<file path="src/rtl/fifo_wr_arbiter_if.sv">
// Bundle of the requester handshake lanes and the shared FIFO write port.
// master = arbiter side, slave = producers/FIFO side.
interface fifo_wr_arbiter_if #(
  parameter int NUM_REQ = 4,
  parameter int DATA_W  = 16
);
  logic [NUM_REQ-1:0]        req_valid;
  logic [NUM_REQ*DATA_W-1:0] req_data;
  logic [NUM_REQ-1:0]        req_ready;
  logic                      fifo_full;
  logic [DATA_W-1:0]         fifo_din;
  logic                      fifo_wr_en;

  modport master (
    input  req_valid, req_data, fifo_full,
    output req_ready, fifo_din, fifo_wr_en
  );

  modport slave (
    output req_valid, req_data, fifo_full,
    input  req_ready, fifo_din, fifo_wr_en
  );
endinterface

</file>
<file path="src/rtl/fifo_wr_arbiter.sv">
// Round-robin arbiter sharing one FIFO write port among NUM_REQ producers, with bounded
// bursts, fifo_full gating and a saturating stall counter.
module fifo_wr_arbiter #(
  parameter int NUM_REQ   = 4,
  parameter int DATA_W    = 16,
  parameter int MAX_BURST = 8
) (
  input  logic               wr_clk,
  input  logic               reset,
  input  logic               enable,
  fifo_wr_arbiter_if.master  bus,
  output logic [2:0]         grant_id,
  output logic               busy,
  output logic [15:0]        stall_count
);

  typedef enum logic [0:0] {
    ST_IDLE  = 1'b0,
    ST_GRANT = 1'b1
  } state_e;

  localparam logic [2:0] RR_INIT   = 3'(NUM_REQ - 1);
  localparam logic [7:0] LAST_BEAT = 8'(MAX_BURST - 1);

  state_e              state_q, state_d;
  logic [2:0]          rr_ptr_q, rr_ptr_d;
  logic [2:0]          grant_id_q, grant_id_d;
  logic [7:0]          burst_cnt_q, burst_cnt_d;
  logic [15:0]         stall_cnt_q, stall_cnt_d;

  logic                found_s;
  logic [2:0]          pick_s;
  logic                sel_valid_s;
  logic [DATA_W-1:0]   sel_data_s;
  logic                wr_en_s;
  logic [NUM_REQ-1:0]  ready_s;
  logic [DATA_W-1:0]   din_s;

  // State registers
  always_ff @(posedge wr_clk or posedge reset) begin
    if (reset) begin
      state_q     <= ST_IDLE;
      rr_ptr_q    <= RR_INIT;
      grant_id_q  <= 3'd0;
      burst_cnt_q <= 8'd0;
      stall_cnt_q <= 16'd0;
    end else begin
      state_q     <= state_d;
      rr_ptr_q    <= rr_ptr_d;
      grant_id_q  <= grant_id_d;
      burst_cnt_q <= burst_cnt_d;
      stall_cnt_q <= stall_cnt_d;
    end
  end

  // Round-robin search starting after rr_ptr, and mux of the granted requester's lane
  always_comb begin
    found_s     = 1'b0;
    pick_s      = 3'd0;
    sel_valid_s = 1'b0;
    sel_data_s  = '0;
    for (int k = 1; k <= NUM_REQ; k++) begin
      for (int i = 0; i < NUM_REQ; i++) begin
        if (!found_s && bus.req_valid[i] && (((int'(rr_ptr_q) + k) % NUM_REQ) == i)) begin
          found_s = 1'b1;
          pick_s  = 3'(i);
        end else begin
          found_s = found_s;
        end
      end
    end
    for (int i = 0; i < NUM_REQ; i++) begin
      if (grant_id_q == 3'(i)) begin
        sel_valid_s = bus.req_valid[i];
        sel_data_s  = bus.req_data[i*DATA_W +: DATA_W];
      end else begin
        sel_valid_s = sel_valid_s;
      end
    end
  end

  // Next state, burst/stall bookkeeping and FIFO write-port outputs
  always_comb begin
    state_d     = state_q;
    rr_ptr_d    = rr_ptr_q;
    grant_id_d  = grant_id_q;
    burst_cnt_d = burst_cnt_q;
    stall_cnt_d = stall_cnt_q;
    wr_en_s     = 1'b0;
    ready_s     = '0;
    din_s       = '0;
    case (state_q)
      ST_IDLE: begin
        if (enable && found_s) begin
          state_d     = ST_GRANT;
          grant_id_d  = pick_s;
          rr_ptr_d    = pick_s;
          burst_cnt_d = 8'd0;
        end else begin
          state_d = ST_IDLE;
        end
      end
      ST_GRANT: begin
        wr_en_s = sel_valid_s & ~bus.fifo_full;
        din_s   = sel_data_s;
        for (int i = 0; i < NUM_REQ; i++) begin
          ready_s[i] = wr_en_s & (grant_id_q == 3'(i));
        end
        // A dropped valid releases the grant; a full FIFO holds it without losing the word.
        if (!sel_valid_s) begin
          state_d = ST_IDLE;
        end else if (bus.fifo_full) begin
          if (stall_cnt_q != 16'hFFFF) begin
            stall_cnt_d = stall_cnt_q + 16'd1;
          end else begin
            stall_cnt_d = stall_cnt_q;
          end
        end else begin
          burst_cnt_d = burst_cnt_q + 8'd1;
          if (burst_cnt_q == LAST_BEAT) begin
            state_d = ST_IDLE;
          end else begin
            state_d = ST_GRANT;
          end
        end
      end
      default: begin
        state_d = ST_IDLE;
      end
    endcase
  end

  assign bus.req_ready  = ready_s;
  assign bus.fifo_din   = din_s;
  assign bus.fifo_wr_en = wr_en_s;
  assign grant_id       = grant_id_q;
  assign busy           = (state_q == ST_GRANT);
  assign stall_count    = stall_cnt_q;

endmodule

</file>
<file path="src/flat_wrapper.sv">
// flat-port wrapper written by rule: the top's interface ports become plain ports
module fifo_wr_arbiter_flat 
#(
  parameter int NUM_REQ   = 4,
  parameter int DATA_W    = 16,
  parameter int MAX_BURST = 8
)
  (wr_clk, reset, enable, grant_id, busy, stall_count, bus_req_valid, bus_req_data, bus_fifo_full, bus_req_ready, bus_fifo_din, bus_fifo_wr_en);
  fifo_wr_arbiter_if #(.NUM_REQ(NUM_REQ), .DATA_W(DATA_W)) bus_i ();
  input  logic wr_clk;
  input  logic reset;
  input  logic enable;
  output logic [2:0] grant_id;
  output logic busy;
  output logic [15:0] stall_count;
  input wire logic [$bits(bus_i.req_valid)-1:0] bus_req_valid;
  input wire logic [$bits(bus_i.req_data)-1:0] bus_req_data;
  input wire logic [$bits(bus_i.fifo_full)-1:0] bus_fifo_full;
  output wire logic [$bits(bus_i.req_ready)-1:0] bus_req_ready;
  output wire logic [$bits(bus_i.fifo_din)-1:0] bus_fifo_din;
  output wire logic [$bits(bus_i.fifo_wr_en)-1:0] bus_fifo_wr_en;
  assign bus_i.req_valid = bus_req_valid;
  assign bus_i.req_data = bus_req_data;
  assign bus_i.fifo_full = bus_fifo_full;
  assign bus_req_ready = bus_i.req_ready;
  assign bus_fifo_din = bus_i.fifo_din;
  assign bus_fifo_wr_en = bus_i.fifo_wr_en;
  fifo_wr_arbiter #(.NUM_REQ(NUM_REQ), .DATA_W(DATA_W), .MAX_BURST(MAX_BURST)) u_core (.wr_clk(wr_clk), .reset(reset), .enable(enable), .bus(bus_i), .grant_id(grant_id), .busy(busy), .stall_count(stall_count));
endmodule
</file>
<file path="config.mk">
export PLATFORM = sky130hd
export DESIGN_NAME = fifo_wr_arbiter_flat
export DESIGN_NICKNAME = d
export VERILOG_FILES = /design/src/rtl/fifo_wr_arbiter_if.sv /design/src/rtl/fifo_wr_arbiter.sv /design/src/flat_wrapper.sv
export SDC_FILE = /design/constraint.sdc
export NUM_CORES = 1
export LEC_CHECK = 0
export BUFFER_PORTS_ARGS = -buffer_cell sky130_fd_sc_hd__buf_4
export CAP_MARGIN = 10
export CORE_UTILIZATION = 44
export DETAILED_ROUTE_END_ITERATION = 6
export PLACE_DENSITY = 0.8
export SLEW_MARGIN = 0
export SYNTH_ARGS = -nofsm -noshare
export SYNTH_HDL_FRONTEND = slang
export SYNTH_SLANG_ARGS = --single-unit
export TNS_END_PERCENT = 20
</file>
<file path="constraint.sdc">
create_clock -name wr_clk -period 2.7 [get_ports wr_clk]
set_clock_uncertainty 0.2 [all_clocks]
set_input_delay 0.135 -clock wr_clk [delete_from_list [all_inputs] [get_ports wr_clk]]
set_output_delay 0.135 -clock wr_clk [all_outputs]
set_load 0.02 [all_outputs]
</file>
### Word level (Yosys, flattened, before mapping)

Cells that the tools add are included.

| storage, ports and cells | value |
|---|---|
| register bits after elaboration | 29 |
| latch bits | 0 |
| memory bits (writable) | 0 |
| bits in read-only memories | 0 |
| input bits | 72 |
| output and inout port bits | 41 |
| logic and storage cells | 152 |
| memories kept | 0 |

| operators by class | value |
|---|---|
| $add $sub $neg | 6 |
| multiply operators | 0 |
| div/mod/pow operators | 0 |
| $lt $le $gt $ge | 0 |
| equal/unequal tests | 20 |
| shift-type cells | 0 |
| muxes and demuxes | 51 |
| bitwise operators | 11 |
| reduce and logical (&&, ||, !) cells | 59 |

Operators with widths:

| operator | number |
|---|---|
| logical NOT 32 bit | 4 |
| 2-to-1 mux 16 bit | 5 |
| logical AND 1 bit | 32 |
| 2-to-1 mux 2 bit | 14 |
| 2-to-1 mux 1 bit | 26 |
| == test 3 bit (second input constant) | 8 |
| 2-to-1 mux 8 bit | 3 |
| adder 16 x 1 -> 16 bit (second input constant) | 1 |
| inequality test 16 bit (second input constant) | 1 |
| one-hot mux 8 bit (2 select lines) | 1 |
| logical NOT 1 bit | 15 |
| == test 3 x 2 -> 1 bit (second input constant) | 4 |
| adder 8 x 1 -> 8 bit (second input constant) | 1 |
| == test 8 x 3 -> 1 bit (second input constant) | 1 |
| OR reduction 2 bit | 4 |
| AND 1 bit | 5 |
| adder 2 x 1 -> 2 bit (second input constant) | 2 |
| adder 2 bit (second input constant) | 2 |
| AND 1 bit (first input constant) | 4 |
| == test 2 bit (second input constant) | 2 |
| 2-to-1 mux 4 bit | 1 |
| inequality test 2 bit (second input constant) | 2 |
| AND reduction 4 bit | 1 |
| logical NOT 3 bit | 1 |
| other kinds (6) | 7 |

### Logic depth before layout (Yosys ltp)

Gate-level depths: netlist of the first run.

| depth | value |
|---|---|
| depth after elaboration | 69 |
| depth in mapped cells | 8 |
| gate-level depth less buffers | 6 |

### Worst setup path before layout of the first run

No wires, ideal clock.

| timing | value |
|---|---|
| kind | flip-flop to output port |
| start | reg u_core.grant_id_q[1], in the netlist u_core.grant_id[1] |
| end | out bus_req_ready[2] |
| arrival time | 1.977 ns |
| data required time | 2.365 ns |
| path slack | 0.388 ns |
| cell stages (with the launch flop) | 5 |
| buffers on the path | 2 |
| cells stage by stage | dfrtp_1 clkbuf_1 buf_1 inv_1 nor4_1 |

| between the ends | value |
|---|---|
| word-level cells in the longest chain between the ends | 8 |
| elaborated cells between the ends (all ways) | 11 |
| classes of those cells | 3 x eq/ne; 5 x mux; 2 x bitwise; 1 x reduce/logical |

RTL lines:

| item | RTL line | text |
|---|---|---|
| start, declared | fifo_wr_arbiter.sv:27 | `logic [2:0] grant_id_q, grant_id_d;` |
| start signal, assigned | fifo_wr_arbiter.sv:50 | `grant_id_q <= grant_id_d;` |
| logical NOT 3 bit | fifo_wr_arbiter.sv:73 | `if (grant_id_q == 3'(i)) begin` |
| 2-to-1 mux 1 bit (4 in a row) | fifo_wr_arbiter.sv:73 |  |
| AND 1 bit | fifo_wr_arbiter.sv:104 | `wr_en_s = sel_valid_s & ~bus.fifo_full;` |
| AND 1 bit (*) | fifo_wr_arbiter.sv:107 | `ready_s[i] = wr_en_s & (grant_id_q == 3'(i));` |
| 2-to-1 mux 4 bit (*) | fifo_wr_arbiter.sv:92 | `case (state_q)` |
| end, declared | flat_wrapper.sv:19 | `output wire logic [$bits(bus_i.req_ready)-1:0] bus_req_ready;` |

Every way passes the cells marked *; elsewhere a longest branch is shown, timed or not.

### Final worst setup path of the first run

| timing | value |
|---|---|
| start | in bus_req_valid[3] |
| end | reg u_core.grant_id_q[1], in the netlist u_core.grant_id[1] |

| between the ends | value |
|---|---|
| word-level cells in the longest chain between the ends | 53 |
| elaborated cells between the ends (all ways) | 66 |
| classes of those cells | 26 x mux; 40 x reduce/logical |

RTL lines:

| item | RTL line | text |
|---|---|---|
| start, declared | flat_wrapper.sv:16 | `input wire logic [$bits(bus_i.req_valid)-1:0] bus_req_valid;` |
| logical AND 1 bit (2 in a row) | fifo_wr_arbiter.sv:64 | `if (!found_s && bus.req_valid[i] && (((int'(rr_ptr_q) + k) % NUM_REQ) == i)) begin` |
| 2-to-1 mux 1 bit | fifo_wr_arbiter.sv:64 |  |
| logical NOT 1 bit | fifo_wr_arbiter.sv:64 |  |
| logical AND 1 bit (2 in a row) | fifo_wr_arbiter.sv:64 |  |
| 2-to-1 mux 1 bit | fifo_wr_arbiter.sv:64 |  |
| logical NOT 1 bit | fifo_wr_arbiter.sv:64 |  |
| logical AND 1 bit (2 in a row) | fifo_wr_arbiter.sv:64 |  |
| 2-to-1 mux 1 bit | fifo_wr_arbiter.sv:64 |  |
| (+32 left out) | -- |  |
| logical NOT 1 bit | fifo_wr_arbiter.sv:64 |  |
| logical AND 1 bit (2 in a row) | fifo_wr_arbiter.sv:64 |  |
| 2-to-1 mux 1 bit | fifo_wr_arbiter.sv:64 |  |
| logical NOT 1 bit | fifo_wr_arbiter.sv:64 |  |
| logical AND 1 bit (2 in a row) | fifo_wr_arbiter.sv:64 |  |
| 2-to-1 mux 1 bit | fifo_wr_arbiter.sv:64 |  |
| logical AND 1 bit | fifo_wr_arbiter.sv:94 | `if (enable && found_s) begin` |
| AND reduction 2 bit (no line) | -- |  |

Several ways; a longest one is shown, not always the timed one.
A chain may end at the register's enable or synchronous reset.

==> results of run 1 <==
what timing repair did:
action | CTS | global route
hold endpoints to repair | 28 | 0
endpoints found under the setup margin | 0 | 0
hold buffers | 3 | 0
layout make-up:
cell class / count / area, sq um / share of cell area [%]
tap: 50 / 62.56 / 2.109
timing repair buffer: 118 / 893.4 / 30.11
clock inverter: 2 / 10.01 / 0.3374
sequential: 29 / 728.2 / 24.55
inverter: 6 / 22.52 / 0.7592
clock buffer: 6 / 72.57 / 2.446
multi-input combinational: 138 / 1177 / 39.69
cells in the final DEF, fill, tap and decap left out, types with 2 or more instances in the layout:
| cell | instances |
|---|---|
| and3_1 | 10 |
| nor2_1 | 6 |
| ha_1 | 2 |
| inv_1 | 6 |
| a32o_1 | 2 |
| clkinv_2 | 2 |
| mux4_2 | 17 |
| buf_4 | 115 |
| xor2_1 | 4 |
| nor4_1 | 3 |
| or4_1 | 3 |
| dfrtp_1 | 27 |
| dlygate4sd3_1 | 3 |
| o221ai_1 | 2 |
| xnor2_1 | 14 |
| and2_1 | 17 |
| nand4_1 | 6 |
| nand3_1 | 13 |
| nand2_1 | 11 |
| a21oi_1 | 2 |
| o21ai_0 | 7 |
| clkbuf_8 | 5 |
| nor2b_1 | 4 |
| dfstp_2 | 2 |
through the flow:
| step | setup slack (ps) | power [uW] | area [sq um] | cells | hold slack, ps |
|---|---|---|---|---|---|
| after global placement | 471.4 | 1975 | 2854 | 338 | 28.67 |
| after detailed placement | 449.1 | 2001 | 2854 | 338 | 36.24 |
| after global routing | 243.6 | 2494 | 2967 | 349 | 38.41 |
| final | 288.6 | 2335 | 2967 | 349 | 43.15 |
| after CTS | 306.1 | 2360 | 2967 | 349 | 8.263 |
| after floorplan | 387.6 | 1497 | 1974 | 183 | 11.63 |
layer usage:
metal  track usage, %  vias to the layer above  wire length, microns
li1                 -                      907                     -
met1            28.53                      899                  2236
met2            41.14                       82                  2567
met3            8.717                       13                   562
met4            8.418                        0                   109
met5                0                        -                     0
logic make-up (layout without fill, tap and decap cells):
| group | Yosys count | in the layout | share of synthesized area (%) |
|---|---|---|---|
| AND/OR/NAND/NOR | 80 | 80 | 23.00 |
| flip-flops | 29 | 29 | 36.88 |
| AO/OA/AOI/OAI | 19 | 19 | 7.225 |
| XOR/XNOR | 18 | 18 | 7.985 |
| multiplexers | 18 | 18 | 19.96 |
| buffers and inverters | 16 | 132 | 3.485 |
| adder cells (fa/ha/maj) | 2 | 2 | 1.267 |
| other | 1 | 1 | 0.1899 |
registers in the layout (all words and copies together) (netlist names):
signal,count
u_core.stall_count,16
u_core.burst_cnt_q,8
u_core.grant_id,2
u_core.rr_ptr_q,2
u_core.busy,1
power by group:
group          switching, uW  internal, uW  total [uW]
logic                    689           685        1370
registers               87.1           527         614
clock network            169           178         347
worst max-delay path, stage by stage:
cell and delay (ps):
dlygate4sd3_1 540, buf_4 160, or4_1 410, and3b_1 310, o211ai_1 170, dlygate4sd3_1 580
o21ai_0 70
worst min path at each step:
stage / start / to / slack [ps] / cells past startpoint
detailed placement: reset / u_core.stall_count[3]$_DFFE_PP0P_ / 40 / 3
floorplan: reset / u_core.burst_cnt_q[0]$_DFFE_PP0P_ / 10 / 1
global route: bus_req_valid[2] / u_core.rr_ptr_q[1]$_DFFE_PP1P_ / 40 / 3
finish: bus_req_valid[2] / u_core.rr_ptr_q[1]$_DFFE_PP1P_ / 40 / 3
CTS: bus_req_valid[2] / u_core.rr_ptr_q[1]$_DFFE_PP1P_ / 8 / 3
global placement: reset / u_core.stall_count[3]$_DFFE_PP0P_ / 30 / 3
==> results.sh, run 1 <==
export IMPL_outcome="finished, final reports clean"
export IMPL_ctsRootBufferMaster="clkbuf_8"
export IMPL_synthTopCellsByCount="dfrtp_1 (27), and2_1 (17), mux4_2 (17), xnor2_1 (14), nand3_1 (13)"
export IMPL_yosysMostFrequentCell="dfrtp_1"
export IMPL_yosysTopAreaCell="dfrtp_1"
export IMPL_async_flop_share_pct=100.0
export IMPL_grt_pass1_vias=1862
export IMPL_cts_sinks=29
export IMPL_syn_inst=183
export IMPL_drtAntennaViolNets=0
export IMPL_clockBufferDepth=2
export IMPL_hold_violations=0
export IMPL_crit_required_ps=2660
export IMPL_final_util_pct=71.59
export IMPL_numCtsBuffers=5
export IMPL_r2r_end="u_core.stall_count[1]$_DFFE_PP0P_"
export IMPL_port_buffers=111
export IMPL_dr_first_iter_drc_count=42
export IMPL_grt_max_degree=30
export IMPL_synth_nets=257
export IMPL_drive_gt1_share_pct=48.16
export IMPL_post_cts_setup_buffers=0
export IMPL_synth_ff_type="dfrtp_1"
export IMPL_n_antenna_cell=0
export IMPL_wl_per_cell_microns=15.69
export IMPL_critPathCapture="u_core.grant_id[1]$_DFFE_PP0P_"
export IMPL_cts_tree="yes"
export IMPL_clk_latency_ps=290
export IMPL_pwr_density_cell_mw_per_mm2=787.0
export IMPL_dp_hpwl_microns=4212
export IMPL_synth_top_cell_area_share_pct=34.22
export IMPL_synth_area_leaders="dfrtp_1 (34%), mux4_2 (19%), xnor2_1 (6.2%)"
export IMPL_setup_violations=0
export IMPL_finalWirelength_microns=5475
export IMPL_critPathKind="input port to flop"
export IMPL_die_area_sq_mm=0.004759
export IMPL_grtUsageTotal_pct=24.40
export IMPL_synth_edf_count=0
export IMPL_yosys_warnings=0
export IMPL_max_freq_mhz=414.7
export IMPL_ios=113
export IMPL_path_clk_slew_ps=60
export IMPL_post_route_period_util_pct=89.31
export IMPL_setup_tns_ps=0
export IMPL_startpoint_type="input port"
export IMPL_num_vias=1901
export IMPL_rr_worst_depth=5
export IMPL_ys_seq_elements=29
export IMPL_gp_congestion=0.8399
export IMPL_fillers=300
export IMPL_ir_drop_mv=0.6362
export IMPL_antenna_found_initial=0
export IMPL_crit_path_end_kind="flop"
export IMPL_rows=23
export IMPL_hold_class="input port to flop"
export IMPL_cp_max_fo=10
export IMPL_power_leakage_uw=0.001419
export IMPL_die_w_microns=68.99
export IMPL_grt_overflow=0
export IMPL_ctsHtreeMaxLevel=2
export IMPL_grt_pass1_wl_microns=8383
export IMPL_initial_core_util_pct=47.64
export IMPL_startpoint="bus_req_valid[3]"
export IMPL_reg2reg_setup_slack_ps=410
export IMPL_cts_resized=0
export IMPL_ys_types=39
export IMPL_die_h_microns=68.99
export IMPL_cp_arrival_ps=2370
export IMPL_coreArea_sq_mm=0.004144
export IMPL_syn_cell_area_sq_mm=0.001974
export IMPL_period_needed_ps=2411
export IMPL_drc=0
export IMPL_syn_to_final_growth_pct=50.25
export IMPL_drv_cap=0
export IMPL_nets=372
export IMPL_rsz0062_at_grt="false"
export IMPL_firstDrtPassIters=4
export IMPL_viasPerCell=5.447
export IMPL_regToRegStartpoint="u_core.stall_count[0]$_DFFE_PP0P_"
export IMPL_seq_area_frac_synth_pct=36.88
export IMPL_maxSlewViolCount=0
export IMPL_avgSynthCellArea_sq_um=10.79
(Power assumes the default switching activity.)
==> run 2: changes to the inputs <==
BUFFER_PORTS_ARGS = -buffer_cell sky130_fd_sc_hd__buf_2   (was -buffer_cell sky130_fd_sc_hd__buf_4)
CORE_MARGIN = 10   (was not set)
==> results.sh, run 2 (synthesis results as in run 1) <==
export IMPL_rr_worst_depth=6
export IMPL_dr_first_iter_drc_count=74
export IMPL_cts_tree="yes"
export IMPL_power_switching_uw=924.5
export IMPL_ir_drop_mv=0.5539
export IMPL_multi_input_area_sq_mm=0.001177
export IMPL_initial_core_util_pct=45.34
export IMPL_wl_per_cell_microns=17.83
export IMPL_grt_pass1_vias=1944
export IMPL_seq_power_share_pct=28.7
export IMPL_die_area_sq_mm=0.007566
export IMPL_regArea_sq_um=728.2
export IMPL_ctsRootBufferMaster="clkbuf_8"
export IMPL_path_clk_slew_ps=60
export IMPL_viasPerCell=5.427
export IMPL_rsz0062_at_grt="false"
export IMPL_numCtsBuffers=5
export IMPL_maxSlewViolCount=0
export IMPL_worstHoldPathCells=3
export IMPL_n_antenna_cell=0
export IMPL_final_cell_mix="buf_2 (111), dfrtp_1 (27), mux4_2 (17), and2_1 (17), xnor2_1 (14)"
export IMPL_r2r_end="u_core.stall_count[8]$_DFFE_PP0P_"
export IMPL_post_cts_setup_buffers=0
export IMPL_placed_area_sq_mm=0.002579
export IMPL_setup_tns_ps=0
export IMPL_clk_latency_ps=280
export IMPL_largest_register_ffs=16
export IMPL_crit_required_ps=2690
export IMPL_combPwrFrac_pct=56.1
export IMPL_period_needed_ps=2325
export IMPL_switching_share_pct=42.32
export IMPL_hold_violations=0
export IMPL_drtAntennaViolNets=0
export IMPL_num_vias=1894
export IMPL_ctsHtreeMaxLevel=2
export IMPL_cp_max_fo=16
export IMPL_setup_violations=0
export IMPL_hold_end="u_core.grant_id[1]$_DFFE_PP0P_"
export IMPL_cp_arrival_ps=2310
export IMPL_startpoint_type="flop"
export IMPL_final_common_cell="buf_2"
export IMPL_grt_overflow=0
export IMPL_hold_class="input port to flop"
export IMPL_min_delay_start="bus_req_valid[3]"
export IMPL_clockPowerShare_pct=15.2
export IMPL_critPathKind="flop to flop"
export IMPL_drive_gt1_share_pct=48.48
export IMPL_coreArea_sq_mm=0.004354
export IMPL_antenna_found_initial=0
export IMPL_ios=113
export IMPL_finalWirelength_microns=6224
export IMPL_design_area_sq_mm=0.002671
export IMPL_cts_sinks=29
export IMPL_die_w_microns=86.99
export IMPL_syn_to_final_growth_pct=35.30
export IMPL_grt_max_degree=30
export IMPL_outcome="finished, final reports clean"
export IMPL_die_h_microns=86.99
export IMPL_reg2reg_setup_slack_ps=370
export IMPL_clockBufferDepth=2
export IMPL_fillers=394
export IMPL_power_leakage_uw=0.001343
export IMPL_p_int_uw=1260
export IMPL_port_buffers=111
export IMPL_firstDrtPassIters=4
export IMPL_drv_cap=0
export IMPL_drc=0
export IMPL_grt_pass1_wl_microns=9756
export IMPL_crit_path_end_kind="flop"
export IMPL_pre_cts_ws_ps=416.7
export IMPL_nets=370
export IMPL_dp_hpwl_microns=5135
export IMPL_post_route_period_util_pct=86.12
export IMPL_fin_ws_ps=374.8
export IMPL_rows=24
export IMPL_gp_congestion=0.8003
export IMPL_pwr_density_cell_mw_per_mm2=817.9
export IMPL_max_freq_mhz=430.1
export IMPL_grtUsageTotal_pct=16.14
export IMPL_regToRegStartpoint="u_core.stall_count[0]$_DFFE_PP0P_"
[run 2: stage by stage]
stage | hold WS [ps] | utilization [%] | total power (uW) | instances
floorplan | 11.63 | - | 1497 | 183
global placement | 18.29 | 59.22 | 1847 | 340
detailed placement | 23.99 | 59.22 | 1877 | 340
CTS | 5.004 | 61.35 | 2222 | 349
global route | 18.11 | 61.35 | 2348 | 349
finish | 15.19 | 61.35 | 2185 | 349
[run 2: how the worst max path moves through the flow]
stage / startpoint / endpoint / slack [ps]
final: u_core.stall_count[0]$_DFFE_PP0P_ / u_core.stall_count[8]$_DFFE_PP0P_ / 370
after global routing: u_core.stall_count[0]$_DFFE_PP0P_ / u_core.stall_count[8]$_DFFE_PP0P_ / 240
after CTS: u_core.stall_count[0]$_DFFE_PP0P_ / u_core.stall_count[8]$_DFFE_PP0P_ / 380
after detailed placement: u_core.stall_count[0]$_DFFE_PP0P_ / u_core.stall_count[8]$_DFFE_PP0P_ / 420
after global placement: u_core.stall_count[0]$_DFFE_PP0P_ / u_core.stall_count[1]$_DFFE_PP0P_ / 480
after floorplan: u_core.grant_id[1]$_DFFE_PP0P_ / bus_req_ready[2] / 390
[run 2: power by group through the flow]
stage	sequential [uW]	combinational (uW)	clock, uW
6_report	627	1230	332
5_1_grt	644	1330	370
4_1_cts	628	1250	345
3_5_place_dp	633	1240	0
3_3_place_gp	628	1220	0
2_1_floorplan	681	816	0
[run 2: area by class of cell]
cell class	instances	area share, %
multi-input cells	138	44.08
flip-flops and latches	29	27.26
repair buffers	116	22.30
clock buffers	6	2.717
well taps	52	2.436
inverters	6	0.8431
clock inverters	2	0.3747
[run 2: repair_timing]
action,4_1_cts,5_1_grt
setup endpoints to repair,0,0
hold endpoints to repair,27,0
gates resized for setup,0,0
hold buffers,1,0
[run 2: metal layers]
metal  track usage, %  wire length, microns  share of wire [%]  vias up
li1                 -                     -                  -      904
met1            18.29                  2459                 40      892
met2            27.58                  3059                 49       92
met3            6.086                   647                 10        6
met4            4.418                    58               0.93        0
met5                0                     0                  0        -
[run 2: critical path, stage by stage (launching register included)]
cell	delay, ps
dfrtp_1	440
ha_1	240
and3_1	190
and3_1	260
a31oi_4	430
and4_1	270
xor2_1	190
